**config.mk**
```make
export PLATFORM = sky130hd
export DESIGN_NAME = qspi_psram_target
export DESIGN_NICKNAME = d
export VERILOG_FILES = /design/src/rtl/qspi_psram_target.sv
export SDC_FILE = /design/constraint.sdc
export NUM_CORES = 2
export LEC_CHECK = 0
export CAP_MARGIN = 5
export CORE_ASPECT_RATIO = 1.2
export CORE_UTILIZATION = 52
export DETAILED_ROUTE_END_ITERATION = 8
export PLACE_DENSITY = 0.67
export SYNTH_ARGS = -nofsm -noshare
export SYNTH_HDL_FRONTEND = slang
export SYNTH_SLANG_ARGS = --single-unit
```
**constraint.sdc**
```tcl
create_clock -name clk -period 5 [get_ports clk]
set_input_delay 1.25 -clock clk [delete_from_list [all_inputs] [get_ports clk]]
set_output_delay 1.25 -clock clk [all_outputs]
set_load 0.05 [all_outputs]
```
**src/rtl/qspi_psram_target.sv**
```systemverilog
// QSPI PSRAM target model: 0xEB quad read with dummy cycles, 0x38 quad write, backdoor byte port.
// All QSPI pins are oversampled through 2-flop synchronizers on the system clock.
module qspi_psram_target #(
  parameter int unsigned ADDR_BITS   = 8,
  parameter int unsigned WAIT_STATES = 8
) (
  input  logic                 clk,
  input  logic                 rst,
  input  logic                 psram_sck,
  input  logic                 psram_ce_n,
  input  logic [3:0]           psram_din,
  output logic [3:0]           psram_dout,
  output logic [3:0]           psram_douten,
  input  logic                 bd_we,
  input  logic [ADDR_BITS-1:0] bd_addr,
  input  logic [7:0]           bd_wdata,
  output logic [7:0]           bd_rdata,
  output logic                 busy
);

  localparam int unsigned Depth = 1 << ADDR_BITS;

  typedef enum logic [2:0] {StIdle, StCmd, StAddr, StDummy, StRdData, StWrData, StIgnore} state_t;

  state_t         state;
  logic           sck_s1, sck_s2, sck_q;
  logic           ce_s1, ce_s2;
  logic [3:0]     din_s1, din_s2;
  logic [1:0]     settle;
  logic           armed;
  logic [7:0]     cnt;
  logic           nib;
  logic [7:0]     cmd;
  logic [23:0]    addr;
  logic [3:0]     wbuf;
  logic [7:0]     mem [Depth];

  logic                 sck_rise, sck_fall, q_we;
  logic [ADDR_BITS-1:0] addr_lo, addr_inc;
  logic [7:0]           cmd_next, rd_byte;

  always_comb begin
    sck_rise = sck_s2 & ~sck_q;
    sck_fall = ~sck_s2 & sck_q;
    addr_lo  = addr[ADDR_BITS-1:0];
    addr_inc = addr_lo + {{(ADDR_BITS-1){1'b0}}, 1'b1};
    cmd_next = {cmd[6:0], din_s2[0]};
    rd_byte  = mem[addr_lo];
    // A rising ce_n discards the pending low nibble, so the write is gated on ce_s2.
    q_we     = !rst && !ce_s2 && state == StWrData && sck_rise && nib;
    busy     = state != StIdle;
  end

  // Backdoor first, QSPI second: on an address collision the QSPI byte lands last.
  always_ff @(posedge clk) begin
    if (bd_we) mem[bd_addr] <= bd_wdata;
    if (q_we)  mem[addr_lo] <= {wbuf, din_s2};
  end

  always_ff @(posedge clk) begin
    if (rst) bd_rdata <= 8'h00;
    else     bd_rdata <= mem[bd_addr];
  end

  always_ff @(posedge clk) begin
    if (rst) begin
      state        <= StIdle;
      sck_s1       <= 1'b0;
      sck_s2       <= 1'b0;
      sck_q        <= 1'b0;
      ce_s1        <= 1'b1;
      ce_s2        <= 1'b1;
      din_s1       <= 4'h0;
      din_s2       <= 4'h0;
      settle       <= 2'd0;
      armed        <= 1'b0;
      cnt          <= 8'd0;
      nib          <= 1'b0;
      cmd          <= 8'h00;
      addr         <= 24'h0;
      wbuf         <= 4'h0;
      psram_dout   <= 4'h0;
      psram_douten <= 4'h0;
    end else begin
      sck_s1 <= psram_sck;
      sck_s2 <= sck_s1;
      sck_q  <= sck_s2;
      ce_s1  <= psram_ce_n;
      ce_s2  <= ce_s1;
      din_s1 <= psram_din;
      din_s2 <= din_s1;
      // After reset the synchronizer needs two clocks before ce_s2 shows the real pin; only
      // then can a genuine ce_n high re-arm the block, so a held-low ce_n is not a new start.
      if (settle != 2'd2) settle <= settle + 2'd1;
      else if (ce_s2)     armed  <= 1'b1;

      if (ce_s2) begin
        state        <= StIdle;
        cnt          <= 8'd0;
        nib          <= 1'b0;
        psram_dout   <= 4'h0;
        psram_douten <= 4'h0;
      end else begin
        unique case (state)
          StIdle: begin
            if (armed) begin
              state <= StCmd;
              cnt   <= 8'd0;
              nib   <= 1'b0;
            end
          end
          StCmd: begin
            if (sck_rise) begin
              cmd <= cmd_next;
              cnt <= cnt + 8'd1;
              if (cnt == 8'd7) begin
                cnt   <= 8'd0;
                state <= (cmd_next == 8'hEB || cmd_next == 8'h38) ? StAddr : StIgnore;
              end
            end
          end
          StAddr: begin
            if (sck_rise) begin
              addr <= {addr[19:0], din_s2};
              cnt  <= cnt + 8'd1;
              if (cnt == 8'd5) begin
                cnt <= 8'd0;
                nib <= 1'b0;
                if (cmd == 8'h38)          state <= StWrData;
                else if (WAIT_STATES == 0) state <= StRdData;
                else                       state <= StDummy;
              end
            end
          end
          StDummy: begin
            if (sck_rise) begin
              cnt <= cnt + 8'd1;
              if (32'(cnt) == WAIT_STATES - 1) begin
                cnt   <= 8'd0;
                nib   <= 1'b0;
                state <= StRdData;
              end
            end
          end
          StRdData: begin
            if (sck_fall) begin
              psram_douten <= 4'hF;
              nib          <= ~nib;
              if (!nib) begin
                psram_dout <= rd_byte[7:4];
              end else begin
                psram_dout            <= rd_byte[3:0];
                addr[ADDR_BITS-1:0]   <= addr_inc;
              end
            end
          end
          StWrData: begin
            if (sck_rise) begin
              nib <= ~nib;
              if (!nib) wbuf <= din_s2;
              else      addr[ADDR_BITS-1:0] <= addr_inc;
            end
          end
          StIgnore: state <= StIgnore;
          default:  state <= StIdle;
        endcase
      end
    end
  end

endmodule

```
==> reports/results.md <==
| Group | Quantity | This run |
|---|---|---|
| outcome | Status | finished with violations |
| outcome | Violated checks | max-capacitance violations, max-slew violations |
| placed design | Total placed cells including tap cells | 10950 |
| drt | Met2 layer wire length in the routed design | 228100 um |
| run | Max_cap viols | 1 |
| power and ir drop | Reported leakage power | 42.74 nW |
| timing | Final critical-path setup slack | 0.4583 ns |
| grt | Global route overflow | 0 |
| layout | Most common cell after layout, fill and taps aside | sky130_fd_sc_hd__mux2_2 |
| layout | Share of final-layout standard cells stronger than drive strength 1 | 0.5472 |
| timing | Period utilisation layout | 0.9083 |
| drt | Total Wirelength | 508000 um |
| timing | Minimum period implied by the final worst setup slack | 4.542 ns |
| clocking | Worst-case clock buffer depth | 4 |
| drt | Post-DR vias/cell | 7.707 |
| power and ir drop | Clock Power Share | 0.428 |
| placed design | DP Area | 0.1327 mm2 |
| clocking | Number of resized instances in the post-cts repair step | 0 |
| grt | Global-route wire length before repair | 700300 um |
| timing | Unrepaired setup endpoints after global routing | no |
| setup path | Category of the worst setup path launch point | register |
| placed design | Worst slack after detailed placement | 0.2024 ns |
| logic synthesis | Post-synthesis share of cell area spent on and, or, nand and nor gates | 0.03417 |
| setup path | Critical Setup Path Class | reg -> reg |
| setup path | Required time of the critical path | 5.85 ns |
| drt | Met1 layer wirelength in the final routing | 168300 um |
| setup path | Critical path data arrival time | 5.40 ns |
| grt | Number of antenna violations at the first check in global routing | 41 |
| power and ir drop | Share of power burned in combinational logic | 0.081 |
| floorplan | Area of the die | 0.2446 mm2 |
| floorplan | Starting density of the core | 0.5245 |
| drt | Count of antenna-violating nets left after detailed routing | 0 |
| clocking | Reg clk slew, reported paths | 0.07 ns |
| min path | Min-delay worst type | reg -> reg |
| setup path | Slowest cell on the critical path | sky130_fd_sc_hd__clkinv_1 |
| drt | Post-route DRC violation count | 0 |
| logic synthesis | Yosys warnings | 0 |
| floorplan | Rows | 197 |
| power and ir drop | Net switching power of the design | 9.524 mW |
| power and ir drop | Pwr Total | 39.85 mW |
| logic synthesis | Mean cell area of the mapped netlist | 15.76 um2 |
| drt | Met3 wire length | 65980 um |
| clocking | Later-pin clock latency in the skew report | 0.97 ns |
| logic synthesis | Ys async rst share | 0 |
| timing | Number of setup violations in the final report | 0 |
| drt | 1st-iter DRT viols | 14490 |
| placed design | IO Port Bufs | 41 |
| layout | Net count reported at finish | 8030 |
| logic synthesis | Total of flip-flops plus latches after synthesis | 2117 |
| clocking | Root Buffer Master | sky130_fd_sc_hd__clkbuf_16 |
| timing | Slew at the pin closest to its max-slew limit | 1.548 ns |
| clocking | Cts-stage hold buffer count | 0 |
| logic synthesis | Portion of netlist area occupied by mux cells | 0.3893 |
| drt | Total vias in the final route | 87880 |
| timing | Final clock skew | 0.1007 ns |
| power and ir drop | Int Power | 30.32 mW |
| grt | Total global routing track utilization | 0.4119 |
| drt | Highest metal used | met5 |
| placed design | HPWL after DPL | 335000 um |
| logic synthesis | Leading register cell type out of synthesis | sky130_fd_sc_hd__edfxtp_1 |
| layout | Fill cells | 18550 |
| timing | Fin. Hold Viols | 0 |
| logic synthesis | Post-synthesis instance area | 0.1262 mm2 |
| grt | Number of global-route vias before repair | 85110 |
| drt | Final routed wire length divided by cell count | 44.55 um |
| logic synthesis | Syn_nets | 8039 |
| setup path | Crit path buffers/inverters | 3 |
| setup path | Kind of end point of the critical path | register |
| logic synthesis | Share of the synthesized netlist area taken by xor and xnor gates | 0.0004859 |
| logic synthesis | Post-synthesis sequential area ratio | 0.4983 |
| floorplan | Num ports | 42 |
| timing | Total negative slack for setup checks | 0 ns |
| logic synthesis | Netlist cell types | 74 |
| power and ir drop | Switching power as a share of total power | 0.2390 |
| layout | Most frequent cells in the layout | sky130_fd_sc_hd__mux2_2 (2062), sky130_fd_sc_hd__edfxtp_1 (2048), sky130_fd_sc_hd__mux4_2 (1072) |
| clocking | Buffers inserted during post-CTS setup optimization | 0 |
| power and ir drop | Total power divided by cell area | 284.7 mW/mm2 |
| floorplan | Die Y | 541.6 um |
| clocking | Max H-tree Level | 4 |
| setup path | Critical path, cell by cell | clkinv_1 > buf_4 > nand4_1 > nor2_1 > nor4_1 > buf_4 > and3_1 > nand4_1 > o211ai_1 |
| clocking | TritonCTS clock tree | done |
| logic synthesis | Share of the synthesized area in compound gates (AO/OA/AOI/OAI) | 0.04170 |
| grt | Largest net degree at the start of global routing | 170 |
| setup path | Maximum single-stage delay on the critical path | 0.76 ns |
| placed design | Final weighted congestion in routability-driven placement | 1.046 |
| layout | Final design instance area without fill | 0.1399 mm2 |
| layout | Final cell count without fillers | 11400 |
| setup path | Cell type group with the largest total delay on the critical path | simple AND/OR/NAND/NOR gates |
| setup path | Largest fanout on the critical path | 9 |
| layout | Layout Area Growth over Synthesis | 10.91% |
| logic synthesis | Post-Synth Adder-Cell Area | 0.0006941 |
| power and ir drop | Peak ir drop on the vdd network | 0.3010 mV |
| timing | Highest achievable clock rate | 220.2 MHz |
| timing | Count of pins over their slew limit | 2 |
| logic synthesis | Count of flip-flops with a built-in enable after synthesis | 2048 |
| drt | First-pass DRT Iterations | 7 |
| timing | Worst slew margin | -0.04280 |
| logic synthesis | Dominant combinational cell family by area after synthesis | multiplexers |
| clocking | TritonCTS Buffers | 229 |
| floorplan | Floorplan die width | 451.7 um |
| logic synthesis | Count of mapped cells out of synthesis | 8007 |
| clocking | Clock sink total | 2117 |
| power and ir drop | Sequential fraction of design power | 0.491 |
| floorplan | Placeable core region | 0.2406 mm2 |
[synthesized netlist by cell type, drive strengths merged (5+ instances only)]
master | count | area share
a211oi | 22 | 0.0013
clkbuf | 663 | 0.020
buf | 307 | 0.015
o221ai | 35 | 0.0024
and2 | 26 | 0.0013
mux2 | 2062 | 0.18
nor2b | 47 | 0.0023
ha | 7 | 0.00069
a311oi | 6 | 0.00042
nand4 | 18 | 0.00089
a21oi | 90 | 0.0036
a31oi | 22 | 0.0011
mux2i | 176 | 0.014
dfxtp | 69 | 0.011
edfxtp | 2048 | 0.49
a22o | 33 | 0.0023
nand2 | 153 | 0.0046
a32oi | 5 | 0.00035
o22ai | 312 | 0.015
or4 | 6 | 0.00036
o31ai | 6 | 0.00036
xor2 | 6 | 0.00042
a2111oi | 7 | 0.00049
a22oi | 107 | 0.0064
mux4 | 1072 | 0.19
inv | 10 | 0.00030
nor4 | 9 | 0.00045
and3 | 10 | 0.00050
nor2 | 348 | 0.015
nand3 | 102 | 0.0044
o21ai | 62 | 0.0025
nor3 | 32 | 0.0013
or2 | 11 | 0.00055
a221oi | 32 | 0.0023
o211ai | 6 | 0.00036
nand2b | 22 | 0.0011
or3 | 7 | 0.00035
[power by group through the flow]
| stage | logic [mW] | registers, mW | clock network (mW) |
|---|---|---|---|
| 2_1_floorplan | 1.94 | 19.9 | 0 |
| 3_3_place_gp | 3.04 | 19.9 | 0 |
| 3_5_place_dp | 3.10 | 19.9 | 0 |
| 4_1_cts | 3.11 | 19.6 | 17.1 |
| 5_1_grt | 3.26 | 19.6 | 17.6 |
| 6_report | 3.22 | 19.6 | 17.1 |
[stage by stage]
stage	util	hold slack, ns
floorplan	-	0.3895
global placement	0.5514	0.4294
detailed placement	0.5514	0.4227
CTS	0.5812	0.4289
global route	0.5813	0.4582
finish	0.5817	0.4241
[sequential cells by signal (all words and copies together), names as in the netlist, 3 cells and up, named ones only]
signal      flops
addr            8
mem          2048
bd_rdata        8
wbuf            4
din_s2          4
cmd             8
state           3
din_s1          4
psram_dout      4
cnt             8
[routing by layer]
layer	global-route usage	vias up
met3	0.1206	1792
met4	0.3065	28
met1	0.5062	45620
li1	-	32950
met5	0.002373	-
met2	0.6174	7490
[area by class of cell]
cell class / count / area, um2 / area share
diodes: 47 / 117.6 / 0.0008404
clock buffers: 264 / 5904 / 0.04219
clock inverters: 141 / 1267 / 0.009057
inverters: 11 / 45.04 / 0.0003219
multi-input cells: 4909 / 59150 / 0.4226
flip-flops and latches: 2117 / 62930 / 0.4497
well taps: 3184 / 3984 / 0.02847
repair buffers: 730 / 6551 / 0.04681
[final timing paths]
kind	slack, ns	startpoint	to	depth (start not counted)
hold / removal	0.42	ce_s1$_SDFF_PP1_	ce_s2$_SDFF_PP1_	1
setup / recovery	0.46	register	psram_dout[2]$_SDFFE_PP0P_	9
setup reg to reg	0.46	register	psram_dout[2]$_SDFFE_PP0P_	9
hold reg to reg	0.42	ce_s1$_SDFF_PP1_	ce_s2$_SDFF_PP1_	1
[worst reg2reg max path, stage by stage (launching register included)]
cell,delay (ns)
sky130_fd_sc_hd__dfxtp_1,0.74
sky130_fd_sc_hd__clkinv_1,0.77
sky130_fd_sc_hd__buf_4,0.47
sky130_fd_sc_hd__nand4_1,0.69
sky130_fd_sc_hd__nor2_1,0.13
sky130_fd_sc_hd__nor4_1,0.26
sky130_fd_sc_hd__buf_4,0.22
sky130_fd_sc_hd__and3_1,0.48
sky130_fd_sc_hd__nand4_1,0.40
sky130_fd_sc_hd__o211ai_1,0.30
[logic make-up (layout without fill, tap and decap cells)]
| logic type | count (synthesis) | in the layout |
|---|---|---|
| multiplexers | 3310 | 3310 |
| flip-flops | 2117 | 2117 |
| buffers and inverters | 981 | 1146 |
| AND/OR/NAND/NOR | 805 | 805 |
| AO/OA/AOI/OAI | 780 | 780 |
| adder cells (fa/ha/maj) | 7 | 7 |
| XOR/XNOR | 7 | 7 |
| other | 0 | 47 |
Note: power is estimated with default switching activity, not from simulation.
